$ cat config.mk
export PLATFORM = sky130hd
export DESIGN_NAME = framebuffer_ctrl
export DESIGN_NICKNAME = d
export VERILOG_FILES = /design/src/rtl/framebuffer_ctrl.sv
export SDC_FILE = /design/constraint.sdc
export NUM_CORES = 1
export LEC_CHECK = 0
export CAP_MARGIN = 20
export CORE_MARGIN = 2
export CORE_UTILIZATION = 43
export CTS_CLUSTER_SIZE = 16
export DETAILED_ROUTE_END_ITERATION = 12
export PLACE_DENSITY = 0.92
export RECOVER_POWER = 50
export SLEW_MARGIN = 20
export SYNTH_ARGS = -nofsm -noshare
export SYNTH_HDL_FRONTEND = slang
export SYNTH_SLANG_ARGS = --single-unit
$ cat constraint.sdc
create_clock -name clk -period 2 [get_ports clk]
set_input_delay 0.4 -clock clk [delete_from_list [all_inputs] [get_ports clk]]
set_output_delay 0.4 -clock clk [all_outputs]
set_load 0.01 [all_outputs]
$ cat src/rtl/framebuffer_ctrl.sv
// framebuffer_ctrl: double-buffered framebuffer bank controller.
// The display reads from the front bank while the host writes pixels into the
// back bank (always ~front). A host flip request arms a bank swap that only
// completes on the display driver's safe_flip window, and can optionally be
// followed by zeroing the new back bank through the shared BRAM write port.
//
// state        | meaning
// -------------+---------------------------------------------------------
// ST_IDLE      | host writes accepted, waiting for flip_req
// ST_FLIP_WAIT | flip armed, waiting for safe_flip to swap banks
// ST_CLEAR     | clear engine owns the write port, zeroing the back bank
module framebuffer_ctrl #(
    parameter int rows       = 8,
    parameter int columns    = 32,
    parameter int data_width = 24,
    localparam int RW = $clog2(rows),
    localparam int CW = $clog2(columns),
    localparam int AW = 1 + RW + CW
) (
    input  logic                  clk,
    input  logic                  rst,
    input  logic                  safe_flip,
    input  logic [RW-1:0]         rd_row,
    input  logic [CW-1:0]         rd_col,
    input  logic                  wr_valid,
    output logic                  wr_ready,
    input  logic [RW-1:0]         wr_row,
    input  logic [CW-1:0]         wr_col,
    input  logic [data_width-1:0] wr_data,
    input  logic                  flip_req,
    input  logic                  clear_en,
    output logic                  flip_busy,
    output logic                  flip_done,
    output logic                  front,
    output logic [7:0]            flip_count,
    output logic [AW-1:0]         ram_raddr,
    output logic                  ram_we,
    output logic [AW-1:0]         ram_waddr,
    output logic [data_width-1:0] ram_wdata
);

    typedef enum logic [1:0] {
        ST_IDLE      = 2'd0,
        ST_FLIP_WAIT = 2'd1,
        ST_CLEAR     = 2'd2
    } state_t;

    localparam logic [RW-1:0] ROW_LAST = RW'(rows - 1);
    localparam logic [CW-1:0] COL_LAST = CW'(columns - 1);

    state_t                state_q, state_d;
    logic                  front_q, front_d;
    logic [7:0]            flip_count_q, flip_count_d;
    logic                  clear_en_q, clear_en_d;
    logic                  flip_done_q, flip_done_d;
    logic                  ram_we_q, ram_we_d;
    logic [AW-1:0]         ram_waddr_q, ram_waddr_d;
    logic [data_width-1:0] ram_wdata_q, ram_wdata_d;
    // The clear counter is kept as a row/col pair: stepped row-major it is the
    // linear pixel index split as index/columns and index%columns, without
    // needing a divider for non-power-of-2 column counts.
    logic [RW-1:0]         clr_row_q, clr_row_d;
    logic [CW-1:0]         clr_col_q, clr_col_d;
    logic                  clr_last;

    assign clr_last = (clr_row_q == ROW_LAST) && (clr_col_q == COL_LAST);

    // Next-state, write-port arbitration and clear-engine sequencing.
    always_comb begin
        state_d      = state_q;
        front_d      = front_q;
        flip_count_d = flip_count_q;
        clear_en_d   = clear_en_q;
        flip_done_d  = 1'b0;
        ram_we_d     = 1'b0;
        ram_waddr_d  = ram_waddr_q;
        ram_wdata_d  = ram_wdata_q;
        clr_row_d    = clr_row_q;
        clr_col_d    = clr_col_q;

        case (state_q)
            ST_IDLE: begin
                // The write uses the current front, so a write landing in the
                // same cycle as flip_req still goes to the pre-flip back bank.
                if (wr_valid) begin
                    ram_we_d    = 1'b1;
                    ram_waddr_d = {~front_q, wr_row, wr_col};
                    ram_wdata_d = wr_data;
                end
                // safe_flip is deliberately not looked at here.
                if (flip_req) begin
                    clear_en_d = clear_en;
                    state_d    = ST_FLIP_WAIT;
                end
            end

            ST_FLIP_WAIT: begin
                if (safe_flip) begin
                    front_d      = ~front_q;
                    flip_count_d = flip_count_q + 8'd1;
                    if (clear_en_q) begin
                        clr_row_d = '0;
                        clr_col_d = '0;
                        state_d   = ST_CLEAR;
                    end else begin
                        flip_done_d = 1'b1;
                        state_d     = ST_IDLE;
                    end
                end
            end

            ST_CLEAR: begin
                // front_q is already the new front, so ~front_q is the bank
                // that just left the display.
                ram_we_d    = 1'b1;
                ram_waddr_d = {~front_q, clr_row_q, clr_col_q};
                ram_wdata_d = '0;
                if (clr_last) begin
                    clr_row_d   = '0;
                    clr_col_d   = '0;
                    flip_done_d = 1'b1;
                    state_d     = ST_IDLE;
                end else if (clr_col_q == COL_LAST) begin
                    clr_col_d = '0;
                    clr_row_d = clr_row_q + RW'(1);
                end else begin
                    clr_col_d = clr_col_q + CW'(1);
                end
            end

            default: begin
                state_d = ST_IDLE;
            end
        endcase
    end

    // State and registered outputs; reset abandons any flip or clear in flight.
    always_ff @(posedge clk or posedge rst) begin
        if (rst) begin
            state_q      <= ST_IDLE;
            front_q      <= 1'b0;
            flip_count_q <= 8'd0;
            clear_en_q   <= 1'b0;
            flip_done_q  <= 1'b0;
            ram_we_q     <= 1'b0;
            ram_waddr_q  <= '0;
            ram_wdata_q  <= '0;
            clr_row_q    <= '0;
            clr_col_q    <= '0;
        end else begin
            state_q      <= state_d;
            front_q      <= front_d;
            flip_count_q <= flip_count_d;
            clear_en_q   <= clear_en_d;
            flip_done_q  <= flip_done_d;
            ram_we_q     <= ram_we_d;
            ram_waddr_q  <= ram_waddr_d;
            ram_wdata_q  <= ram_wdata_d;
            clr_row_q    <= clr_row_d;
            clr_col_q    <= clr_col_d;
        end
    end

    assign wr_ready   = (state_q == ST_IDLE);
    assign flip_busy  = (state_q != ST_IDLE);
    assign flip_done  = flip_done_q;
    assign front      = front_q;
    assign flip_count = flip_count_q;
    assign ram_raddr  = {front_q, rd_row, rd_col};
    assign ram_we     = ram_we_q;
    assign ram_waddr  = ram_waddr_q;
    assign ram_wdata  = ram_wdata_q;

endmodule

Yosys cells after proc, flatten, opt, wreduce, memory -nomap -nowiden:

Cells that the tools add are included.

* logic and storage cells: 60
* bits in registers: 55
* input bits: 46

* muxes and demuxes: 25
* equality and inequality tests: 10
* reductions and logical operators: 11
* add/sub/neg operators: 3
* bitwise operators: 1

Operator list (number)
* $pmux W24 S2: 1
* $mux W24: 1
* $mux W5: 4
* $pmux W9 S2: 1
* $mux W3: 4
* $pmux W5 S2: 1
* $mux W9: 1
* $add A8 B1 Y8 const B: 1
* $mux W2: 4
* $ne A2 B2 Y1 const B: 4
* $pmux W2 S3: 1
* $pmux W3 S2: 1
* $reduce_and A2 Y1: 3
* $reduce_and A3 Y1: 2
* $reduce_bool A2 Y1: 3
* $add A5 B1 Y5 const B: 1
* $eq A5 B5 Y1 const B: 1
* $mux W1: 4
* $pmux W1 S2: 2
* $reduce_and A4 Y1: 1
* $add A3 B1 Y3 const B: 1
* $eq A3 B3 Y1 const B: 1
* $ne A3 B3 Y1 const B: 1
* $eq A2 B1 Y1 const B: 1
* other kinds (5): 5

Logic depth before layout (Yosys ltp):

Gate-level depths: netlist of run 1.

* depth in word-level cells: 4
* mapped depth: 7

Least setup slack after synthesis of run 1:

No wires, ideal clock.

* kind: reg-to-reg
* start point: reg state_q[0]
* end point: reg ram_waddr_q[0] (netlist: ram_waddr[0])
* path buffers: 1
* cell stages (with the launch flop): 6
* arrival time: 1.485 ns
* setup time: 0.134 ns
* required time: 1.866 ns
* path slack: 0.382 ns
* cell sequence: dfrtp_1 -> inv_1 -> ha_1 -> mux2i_1 -> clkbuf_1 -> o21ai_0

* longest elaborated chain between the ends: 3

Ends and longest elaborated chain
* from (decl): line 51 `state_t state_q, state_d;`
* from (signal assigned): line 151 `state_q <= state_d;`
* $logic_not A2 Y1 *
* via wr_ready: line 26 `output logic wr_ready,`
* $ne A2 B2 Y1 (no source line) or $reduce_bool A2 Y1 (tied branches)
* $reduce_and A2 Y1 (no source line)
* to (signal assigned): line 157 `ram_waddr_q <= ram_waddr_d;`
* to (decl): line 57 `logic [AW-1:0] ram_waddr_q, ram_waddr_d;`

The timed path passes the listed nets; every way through them passes the cells marked *.
A chain may end at the register's enable or synchronous reset.

Final worst setup path of run 1:

* start point: reg state_q[0]
* end point: out flip_busy

* longest elaborated chain between the ends: 1

Ends and longest elaborated chain
* $reduce_bool A2 Y1: line 165 `assign flip_busy = (state_q != ST_IDLE);`
* to (decl): line 32 `output logic flip_busy,`

Every way passes these cells.

==> summary.md, run 1 <==
| Metric | Value |
|---|---|
| Outcome | complete, no violations |
| Clk_lat worst skew | just over 0.3 ns |
| Clock sinks | 55 |
| Max Slew Vio Count | 0 |
| Vias in the first global route | 1781 |
| Largest net degree at the start of global routing | 36 |
| Final hold viol count | 0 |
| Top cells by area, synth | dfrtp_1 (57%), a22o_1 (8.7%), mux2i_1 (4.6%) |
| Cell Area, Synth | about 2400 um^2 |
| Number of DRC markers in iteration 0 | 68 |
| Seq/Total Area, Yosys | between 50% and 60% |
| Vias | 1806 |
| DR pass1 iterations | 4 |
| WL/cell | 15.4 um |
| Predominant post-synthesis flop cell | dfrtp_1 |
| Drt total wl | approximately 5400 um |
| Critical path class | flip-flop to output pin |
| Worst R2R Start | clr_col_q[1]$_DFFE_PP0P_ |
| Die Width | 79.0 um |
| Initial core utilization | 44.2% |
| Slew margin rel. | 43.0% |
| Post-DP HPWL | 4090 um |
| Num CTS Buffers | 5 |
| Post-place setup slack | 0.175 ns |
| Filler cells | 452 |
| Flops & latches, synth | 55 |
| Die area | 6240 um^2 |
| Worst slew pin tran | 0.855 ns |
| Htree depth | 2 |
| RSZ-0062 raised after global routing | no |
| Core box area | 5470 um^2 |
| Synth area leader | dfrtp_1 |
| Synth-to-Final Area Change | 40.1% |
| Setup Fix Bufs, Post-CTS | 0 |
| R2R depth | 6 |
| Asr flop ratio synth | 100% |
| Leak Pwr | 0.00152 uW |
| Final WS setup | 0.227 ns |
| # DRC | 0 |
| Maximum vdd ir drop | 0.705 mV |
| IO Count | 101 |
| Reg-to-reg slack, setup | 0.24 ns |
| Post-Synth Adder-Cell Area | 4.14% |
| Compound-Gate Fraction of Synth Area | 16.1% |
| Gpl congestion | 0.846 |
| Post-Syn Nets | 255 |
| Hold Crit Class | flip-flop to flip-flop |
| Yosys top cell area share | 56.9% |
| Floorplan row count | 27 |
| Clk slew on worst S/H paths | 0.10 ns |
| Startpoint Class | flip-flop |
| Overall Global Routing Usage | between 15 and 20% |
| # diodes | 0 |
| Die Y | 79.0 um |
| R2r endpoint | state_q[0]$_DFFE_PP0P_ |
| Setup TNS | 0 ns |
| CTS Buffer Depth | 2 |
| First-pass GRT wire length | 8690 um |
| Post-synth EDFFs | 0 |
| Antenna Nets Post-Route | 0 |
| CP required | 1.60 ns |
| Post-Synth XOR/XNOR Area | 2.90% |
| Design Power | 4690 uW |
| Netlist cell types | 29 |
| Congestion Overflow GR | 0 |
| CP endpoint kind | output pin |
| Final Setup Violations | 0 |
| CTS Hold Bufs | 0 |
| Count leader, synth | dfrtp_1 |
| Max Cap Viol | 0 |
| Post-Synth Simple-Gate Area | 8.02% |
| Fmax achieved | 0.564 GHz |
| Initial antenna violation count | 0 |
| Final Critical Period | 1.77 ns |
| DP Area | ~3300 um^2 |
| Synth warnings | 0 |
| Top post-synthesis cells by count | dfrtp_1 (55), a22o_1 (24), nand2_1 (18), mux2i_1 (11) |
| Crit-path slowest cell | dfrtp_1 |
| IO Port Bufs | 84 |
| Slowest stage delay, CP | between 0.3 and 0.4 ns |
| Most used cell, CP | inv_1 |
| Root Driver | clkbuf_8 |
| Cells after Synth | 201 |
| Worst Path Arrival | around 1.4 ns |
| Layout cells sized above 1 | 6.41% |
| CTS tree | done |
| Largest family of logic cells by synthesized area | compound AO/OA/AOI/OAI gates |
| Crit path to | flip_busy |
| Final period utilization | 88.7% |
| Routed vias/inst | approximately 5.1 |
| Max FO, Critical Path | 3 |
| Mux cell area share after synthesis | 5.02% |
| Layout Nets | 334 |
| Post-synthesis area per instance | 12.0 um^2 |
| Hold Slack | around 0.48 ns |
| Critical path launch point | state_q[0]$_DFFE_PP0P_ |
| Power per cell area | around 1400 nW/um^2 |
| Ordered list of cells on the worst path | inv_1 > ha_1 > inv_1 > dlygate4sd2_1 |
| Finished Cell Area | 3390 um^2 |
| Clock Skews | 0.0104 ns |
## metrics by stage
step	utilization, %	instances
2_1_floorplan	-	201
3_3_place_gp	60.2	345
3_5_place_dp	60.2	345
4_1_cts	61.9	353
5_1_grt	61.9	353
6_report	61.9	353
## worst min-delay path by stage
stage	endpoint	startpoint	slack, ns	cells after the start
global route	flip_count[7]$_DFFE_PP0P_	flip_count[7]$_DFFE_PP0P_	0.50	1
floorplan	clr_row_q[1]$_DFFE_PP0P_	clr_row_q[1]$_DFFE_PP0P_	0.49	1
global placement	ram_waddr[5]$_DFFE_PP0P_	ram_waddr[5]$_DFFE_PP0P_	0.46	2
finish	flip_count[7]$_DFFE_PP0P_	flip_count[7]$_DFFE_PP0P_	0.48	1
detailed placement	flip_count[7]$_DFFE_PP0P_	flip_count[7]$_DFFE_PP0P_	0.47	1
CTS	ram_wdata[13]$_DFFE_PP0P_	rst	0.43	2
## flip-flops by register name, summed over array words and instances, names as in the netlist
name / count
ram_waddr: 9
ram_wdata: 24
clr_row_q: 3
state_q: 2
ram_we: 1
clear_en_q: 1
front: 1
clr_col_q: 5
flip_count: 8
flip_done: 1
## report_power, final
group / internal (uW) / switching [uW]
clock network: 251 / 376
logic: 1250 / 995
registers: 1540 / 280
total: 3040 / 1650
## critical path: cells and delay by family, from the launching register on
kind                     cells  cell delay [ns]
buffers and inverters        3             0.46
flip-flops                   1             0.39
adder cells (fa/ha/maj)      1             0.22
## logic make-up after synthesis
family	count (synthesis)
AND/OR/NAND/NOR	38
adder cells (fa/ha/maj)	8
multiplexers	12
AO/OA/AOI/OAI	51
XOR/XNOR	8
buffers and inverters	29
flip-flops	55
## layout make-up
type,count,area [um^2],share of cell area [%]
Clock inverter,3,23.8,0.702
Clock buffer,5,68.8,2.03
Inverter,10,37.5,1.11
Sequential cell,55,1380,40.6
Tap cell,72,90.1,2.66
Timing Repair Buffer,91,905,26.7
Multi-Input combinational cell,117,887,26.2
## repair_timing
action                                  in CTS  in global routing
endpoints found under the hold margin        0                  0
endpoints found under the setup margin       1                  1
resized for setup                            1                  1
## cell usage in the layout, fill, tap and decap left out, drive strengths merged, types with 2 or more instances in the layout
cell,count
clkdlybuf4s50,75
dfrtp,55
a22o,24
nand2,18
o21ai,13
inv,11
mux2i,11
xnor2,8
ha,8
dlygate4sd3,7
clkbuf,6
buf,6
and3,5
nand4,4
a32o,4
o211ai,3
nor2b,3
and2,3
nand2b,2
o2bb2ai,2
o22ai,2
clkinvlp,2
## per-layer routing
layer	vias to the layer above	part of all wire (%)	GRT usage, %
met5	-	0	0
met4	0	0.72	5.17
met3	4	4.6	3.75
met2	51	51	29.0
met1	887	44	24.5
li1	864	-	-
No activity file was read; power rests on OpenSTA's default activity.
==> run 2, diff against run 1 <==
--- a/config.mk
+++ b/config.mk
@@ -5,12 +5,13 @@
 export SDC_FILE = /design/constraint.sdc
 export NUM_CORES = 1
 export LEC_CHECK = 0
+export ABC_AREA = 1
 export CAP_MARGIN = 20
 export CORE_MARGIN = 2
 export CORE_UTILIZATION = 43
 export CTS_CLUSTER_SIZE = 16
 export DETAILED_ROUTE_END_ITERATION = 12
-export PLACE_DENSITY = 0.92
+export PLACE_DENSITY = 0.9
 export RECOVER_POWER = 50
 export SLEW_MARGIN = 20
 export SYNTH_ARGS = -nofsm -noshare
==> run 2 against run 1 <==
Wire length rose by 8.8%. Via count rose by 21%. Flip-flop and latch count did not move. Cell count rose by 27%. Die area rose by 5.4%. Worst setup slack got worse by 0.18 ns. Non-clock buffer count rose by 2.
==> summary.md, run 2 <==
| Metric | Value |
|---|---|
| Post-layout util | 61.0% (-0.96 points) |
| # DRC | 0 (unchanged) |
| Max Cap Viol | 0 (unchanged) |
| First-pass GRT wire length | 9440 um (+8.7%) |
| Crit-path slowest cell | clkdlybuf4s50_1 |
| Worst Path Arrival | 1.56 ns (+0.19 ns) |
| Post-Syn Nets | 349 (+37%) |
| IO Port Bufs | 84 (unchanged) |
| Crit path buffers/inverters | 2 (-1) |
| Power per cell area | 1460 nW/um^2 (+5.6%) |
| Die Width | 81.1 um (+2.7%) |
| Final period utilization | 97.9% (+9.2 points) |
| Predominant post-synthesis flop cell | dfrtp_1 |
| Leak Pwr | 0.00166 uW (+9.1%) |
| Clk_lat worst skew | 0.31 ns (about the same) |
| CP endpoint kind | output pin |
| Family with the most delay on the worst path | buffers and inverters |
| Initial antenna violation count | 0 (unchanged) |
| CP required | 1.60 ns (about the same) |
| Count leader, synth | nand2_1 |
| Die Y | 81.1 um (+2.7%) |
| Netlist cell types | 24 (-17%) |
| Slew margin rel. | 48.2% (+5.3 points) |
| Max FO, Critical Path | 3 (unchanged) |
| Overall Global Routing Usage | 18.7% (+0.79 points) |
| Maximum vdd ir drop | 0.873 mV (+24%) |
| Cell Area, Synth | 2560 um^2 (+5.7%) |
| Final Critical Period | 1.96 ns (+0.184 ns) |
| Number of DRC markers in iteration 0 | 67 (-1.5%) |
| Vias in the first global route | 2110 (+18%) |
| Htree depth | 2 (unchanged) |
| Worst slew pin tran | 0.776 ns (-0.0787 ns) |
| Post-synth EDFFs | 0 (unchanged) |
| DP Area | 3440 um^2 (+4.4%) |
| Commonest non-fill, non-tap cell in the layout | clkdlybuf4s50_1 |
| Layout cells sized above 1 | 5.60% (-0.81 points) |
| Largest net degree at the start of global routing | 67 (+86%) |
| R2R depth | 9 (+3) |
| Initial core utilization | 44.0% (-0.24 points) |
| Hold Crit Class | flip-flop to flip-flop |
| Fmax achieved | 0.511 GHz (-9.4%) |
| DR pass1 iterations | 4 (unchanged) |
| Outcome | complete, no violations |
| Die area | 6580 um^2 (+5.4%) |
| Clock sinks | 55 (unchanged) |
| Psw | 2000 uW (+21%) |
| Top cells by area, synth | dfrtp_1 (54%), nand2_1 (8.5%), inv_1 (6.8%) |
| Worst path depth | 3 (-1) |
| # diodes | 0 (unchanged) |
| Post-synthesis area per instance | 8.67 um^2 (-28%) |
| Most frequent cells in the layout | clkdlybuf4s50_1 (82), nand2_1 (58), dfrtp_1 (55) |
| Top post-synthesis cells by count | nand2_1 (58), dfrtp_1 (55), inv_1 (46), o21ai_0 (31), nand3_1 (29) |
| WL/cell | 13.2 um (-15%) |
| Hold Crit Depth | 1 (unchanged) |
| Routed vias/inst | 4.84 (-5.4%) |
| Switching part of the total | 38.6% (+3.5 points) |
| Synth area leader | dfrtp_1 |
| Floorplan row count | 28 (+3.7%) |
| Layout Nets | 428 (+28%) |
| Asr flop ratio synth | 100% (unchanged) |
| Clock power frac | 12.4% (-1.0 points) |
| Cells after Synth | 295 (+47%) |
| Slowest stage delay, CP | 0.54 ns (+0.15 ns) |
| Ordered list of cells on the worst path | inv_1 > ha_2 > clkdlybuf4s50_1 |
| Startpoint Class | flip-flop |
| Max Slew Vio Count | 0 (unchanged) |
| Finished Cell Area | 3540 um^2 (+4.6%) |
| CTS tree | done |
| Yosys top cell area share | 53.8% (-3.1 points) |
| Critical path class | flip-flop to output pin |
| Final hold viol count | 0 (unchanged) |
| Seq/Total Area, Yosys | 53.8% (-3.1 points) |
| Final Setup Violations | 0 (unchanged) |
| Sequential share of power | 36.8% (-2.0 points) |
| Post-DP HPWL | 4410 um (+7.7%) |
| IO Count | 101 (unchanged) |
| Flops & latches, synth | 55 (unchanged) |
| Core box area | 5820 um^2 (+6.3%) |
| Antenna Nets Post-Route | 0 (unchanged) |
| Cell-internal power | 3180 uW (+4.5%) |
| Vias | 2179 (+21%) |
| Root Driver | clkbuf_8 |
| Drt total wl | 5920 um (+8.8%) |
| Gate power share | 50.8% (+3.0 points) |
| Synth-to-Final Area Change | 38.7% |
| Gpl congestion | 0.772 (-8.8%) |
| Congestion Overflow GR | 0 (unchanged) |
| Synth warnings | 0 (unchanged) |
| Clock Skews | 0.0119 ns (+0.00155 ns) |
| Max reg flops | 24 (unchanged) |
| Clk slew on worst S/H paths | 0.10 ns (about the same) |
| Num CTS Buffers | 5 (unchanged) |
| CTS Buffer Depth | 2 (unchanged) |
## run 2: power groups by stage
| stage | clock network, uW | logic (uW) | registers [uW] |
|---|---|---|---|
| final | 644 | 2630 | 1910 |
| after global placement | 0 | 2530 | 1910 |
| after floorplan | 0 | 1180 | 2080 |
| after global routing | 720 | 2950 | 1970 |
| after CTS | 664 | 2660 | 1900 |
| after detailed placement | 0 | 2620 | 1930 |
## run 2: final timing paths
path                                             endpoint  slack [ns]                      start
worst max-delay path                             wr_ready        0.04     state_q[1]$_DFFE_PP0P_
worst min-delay path            flip_count[3]$_DFFE_PP0P_        0.53  flip_count[3]$_DFFE_PP0P_
worst max register to register   clr_row_q[1]$_DFFE_PP0P_        0.30   clr_col_q[1]$_DFFE_PP0P_
worst min register to register  flip_count[3]$_DFFE_PP0P_        0.53  flip_count[3]$_DFFE_PP0P_
max in group asynchronous        clr_row_q[2]$_DFFE_PP0P_        0.32                        rst
min in group asynchronous        ram_wdata[9]$_DFFE_PP0P_        0.67                        rst
## run 2: repair_timing
| action | 4_1_cts | 5_1_grt |
|---|---|---|
| setup endpoints to repair | 1 | 2 |
| hold buffers | 0 | 0 |
| resized for setup | 0 | 2 |
| buffers inserted | 1 | 1 |
## run 2: routing by layer
metal  GRT usage (%)  wire, um  vias to the layer above
met5               0         0                        -
met4            7.29       129                        0
met3            4.44       274                       14
met2            33.8      3120                       65
met1            21.3      2400                     1027
li1                -         -                     1073
## run 2: area by class of cell
| type | count | area (um^2) |
|---|---|---|
| multi-input combinational | 172 | 880 |
| timing repair buffer | 93 | 920 |
| clock buffer | 6 | 82.6 |
| inverter | 47 | 176 |
| tap | 75 | 93.8 |
| sequential | 55 | 1380 |
| clock inverter | 2 | 16.3 |
| fill | 477 | 2270 |
## run 2: cell families after synthesis
kind of cell    after synthesis  share of synthesized area [%]
simple gates                114                           19.0
buf+inv                      68                           12.1
flops                        55                           53.8
compound gates               45                           9.40
fa+ha+maj                     8                           3.92
xor+xnor                      5                           1.71
## run 2: worst register-to-register path, delay by kind of cell, from the launching register on
kind / cells / cell delay, ns
compound gates: 1 / 0.08
fa+ha+maj: 2 / 0.40
buf+inv: 1 / 0.08
simple gates: 5 / 0.65
flops: 1 / 0.42
## run 2: through the flow
| step | setup TNS (ns) | setup WS, ns | power, uW | instances | hold slack [ns] |
|---|---|---|---|---|---|
| floorplan | 0 | 0.257 | 3260 | 295 | 0.467 |
| global placement | 0 | 0.204 | 4430 | 440 | 0.486 |
| detailed placement | 0 | 0.121 | 4550 | 440 | 0.497 |
| CTS | 0 | 0.0115 | 5220 | 449 | 0.427 |
| global route | -0.0172 | -0.0172 | 5630 | 450 | 0.553 |
| finish | 0 | 0.0429 | 5190 | 450 | 0.535 |
==> variant 1, RTL diff (flow settings as in run 1) <==
`columns`: 32 -> 64.
--- a/src/rtl/framebuffer_ctrl.sv
+++ b/src/rtl/framebuffer_ctrl.sv
@@ -12,5 +12,5 @@
 module framebuffer_ctrl #(
     parameter int rows       = 8,
-    parameter int columns    = 32,
+    parameter int columns    = 64,
     parameter int data_width = 24,
     localparam int RW = $clog2(rows),
Ports: changed (resized ram_raddr, ram_waddr, rd_col and wr_col); port bits go from 101 to 105. No check against the original RTL was run, so the function may have changed too.
==> variant 1 against run 1 <==
Power increased by 14%. Worst setup slack got worse by 0.071 ns. Worst hold slack got worse by 0.0010 ns. Sequential cell count increased by 2. Via count increased by 6.1%. Critical path depth unchanged. Area after synthesis increased by 4.2%. Final area increased by 7.1%. Wire length increased by 5.1%. Critical path type unchanged. Highest routed layer unchanged.
==> variant 1: results (changes against run 1) <==
clock_area_share_pct: 6.07  # +3.3 points
vias: 1916  # +6.1%
grt_util_met1_pct: 23.7  # -0.79 points
critPathArrivalTime_ns: 1.44  # +0.07 ns
multi_input_area_share_pct: 26.4  # +0.21 points
syn_nets: 263  # +3.1%
whs_ns: 0.478  # -0.00102 ns
powerClk_mw: 1.20  # +91%
fin_skew_ns: 0.00915  # -0.00122 ns
p_leak_nw: 1.64  # +7.8%
nonClkBufAreaFrac_pct: 25.1  # -1.6 points
wl_um: 5720  # +5.1%
power_frac_seq_pct: 34.9  # -3.9 points
grt_pass1_vias: 1962  # +10%
clock-sinks: 57  # +3.6%
clk_latency_ns: 0.34  # +0.03 ns
status: "finished clean"
port_buffers: 86  # +2.4%
ctsResizeCount: 3  # +2
grt_pass1_wl_um: 9250  # +6.4%
synth-compound-area-share_pct: 16.4  # +0.30 points
wl_met2_um: 2760  # -0.25%
wl_met1_um: 2490  # +4.5%
htree_levels: 3  # +1
synth_area_leaders: "dfrtp_1, a22o_1, mux2i_1"
clkTransAtPathRegs_ns: 0.06  # -0.04 ns
n_fill_cell: 432  # -4.4%
drt_iter0_markers: 85  # +25%
-- variant 1: cell types whose count changed in the layout (fill, tap and decap cells not counted), sizes merged, moves of 4 or more --
cell and change:
a32o -4, nand2 +4, nand3 +8, nor2 +4
inv -5, clkbuf +7
-- variant 1: worst paths after layout --
check                                           end  depth (start not counted)                startpoint
max                                       flip_busy                          4    state_q[0]$_DFFE_PP0P_
min                        ram_waddr[4]$_DFFE_PP0P_                          2  ram_waddr[4]$_DFFE_PP0P_
max reg2reg                clr_row_q[0]$_DFFE_PP0P_                          6    state_q[1]$_DFFE_PP0P_
min reg2reg                ram_waddr[4]$_DFFE_PP0P_                          2  ram_waddr[4]$_DFFE_PP0P_
max in group asynchronous  ram_wdata[7]$_DFFE_PP0P_                          3                       rst
min in group asynchronous         front$_DFFE_PP0P_                          2                       rst
-- variant 1: through the flow --
step	cell area, µm²	setup WS [ns]
global route	3630	0.0425
global placement	3430	0.153
CTS	3640	0.141
floorplan	2520	0.200
finish	3630	0.156
detailed placement	3430	0.0945
==> variant 2, RTL diff (config.mk and constraints of run 1) <==
Made on the original files. Take the reset off `ram_waddr_q` and `ram_wdata_q` and load them in a clocked block of their own.
--- a/src/rtl/framebuffer_ctrl.sv
+++ b/src/rtl/framebuffer_ctrl.sv
@@ -144,6 +144,4 @@
             flip_done_q  <= 1'b0;
             ram_we_q     <= 1'b0;
-            ram_waddr_q  <= '0;
-            ram_wdata_q  <= '0;
             clr_row_q    <= '0;
             clr_col_q    <= '0;
@@ -155,9 +153,12 @@
             flip_done_q  <= flip_done_d;
             ram_we_q     <= ram_we_d;
-            ram_waddr_q  <= ram_waddr_d;
-            ram_wdata_q  <= ram_wdata_d;
             clr_row_q    <= clr_row_d;
             clr_col_q    <= clr_col_d;
         end
+    end
+
+    always_ff @(posedge clk) begin
+        ram_waddr_q <= ram_waddr_d;
+        ram_wdata_q <= ram_wdata_d;
     end
 
Behaviour: not the same (a bounded check fails within 4 cycles, from zero or initial values and one cycle with rst high).
==> variant 2 against run 1 <==
Global-route usage down 2.5 points. Wire length down 10%. Largest power group is now registers. Sequential cell count is the same. Count of clock-buffer cells in the layout up 2. Final area increased by 1.4%. Register-to-register slack got worse by 0.09 ns. Sequential share of layout area grew 4.2 points. Power shrank 16%. Worst setup slack got worse by 0.15 ns. Clock power is 5.3% lower. Clock skew decreased by 0.00098 ns. Synthesized cell count down 9.5%. Area after synthesis up 1.4%.
==> variant 2: results (changes against run 1) <==
synth-compound-area-share_pct: 4.90  # -11 points
cpMaxStageDelayCell: "clkdlybuf4s50_1"
cp_max_fo: 6  # +3
synth_seq_area_share_pct: 62.8  # +5.9 points
fin_skew_ns: 0.00939  # -0.000982 ns
cp-startpoint: "state_q[1]$_DFFE_PP0P_"
grt_use_met3_pct: 4.64  # +0.89 points
grt_pass1_wl_um: 7310  # -16%
regToRegSetupSlack_ns: 0.15  # -0.09 ns
finalPower_mw: 3.93  # -16%
critPathArrivalTime_ns: 1.52  # +0.15 ns
synth_area_leaders: "edfxtp_1, dfrtp_1, mux2_2"
drive_above_1_share_pct: 9.77  # +3.4 points
drt_iter0_markers: 102  # +50%
ys_types: 32  # +10%
power_frac_seq_pct: 44.6  # +5.8 points
p_leak_nw: 1.38  # -9.3%
powerClk_mw: 0.594  # -5.3%
ctsResizeCount: 2  # +1
wl_um: 4900  # -10%
reg2reg_from: "state_q[0]$_DFFE_PP0P_"
grt_util_met1_pct: 20.8  # -3.7 points
gp_congestion: 0.784  # -7.3%
fin_cells: 338  # -4.2%
grtUsageTotal_pct: 15.4  # -2.5 points
status: "finished clean"
wl_met2_um: 2360  # -15%
dp.cells: 326  # -5.5%
synth_edf_count: 33  # +33
grt_max_degree: 39  # +8.3%
synth-xor-area-share_pct: 2.86  # -0.041 points
syn-instance-count: 182  # -9.5%
wl_met3_um: 301  # +20%
crit_end: "wr_ready"
==> variant 2: changes by cell type after synthesis, moves of 5 or more <==
cell / run 1 / this run
dfrtp_1: 55 / 22
edfxtp_1: 0 / 33
a22o_1: 24 / 0
and2b_1: 0 / 13
nor2b_1: 3 / 16
mux2i_1: 11 / 1
mux2_2: 1 / 9
o21ai_0: 9 / 3
buf_2: 5 / 0
==> variant 2: per-stage QoR <==
stage               cell area, µm²  util, %  hold WS [ns]  setup slack, ns
finish                        3440     62.4         0.480           0.0796
global route                  3440     62.4         0.509           0.0192
global placement              3310     60.1         0.462            0.132
detailed placement            3310     60.1         0.478           0.0852
floorplan                     2470        -         0.389          0.00323
CTS                           3410     61.8         0.418        -0.000718
==> variant 2: cell type report <==
class	count	area (µm²)	area share, %
multi-input cells	108	821	23.9
well taps	72	90.1	2.62
clock buffers	7	76.3	2.22
inverters	6	22.5	0.655
clock inverters	1	7.51	0.218
repair buffers	89	877	25.5
flip-flops and latches	55	1540	44.9
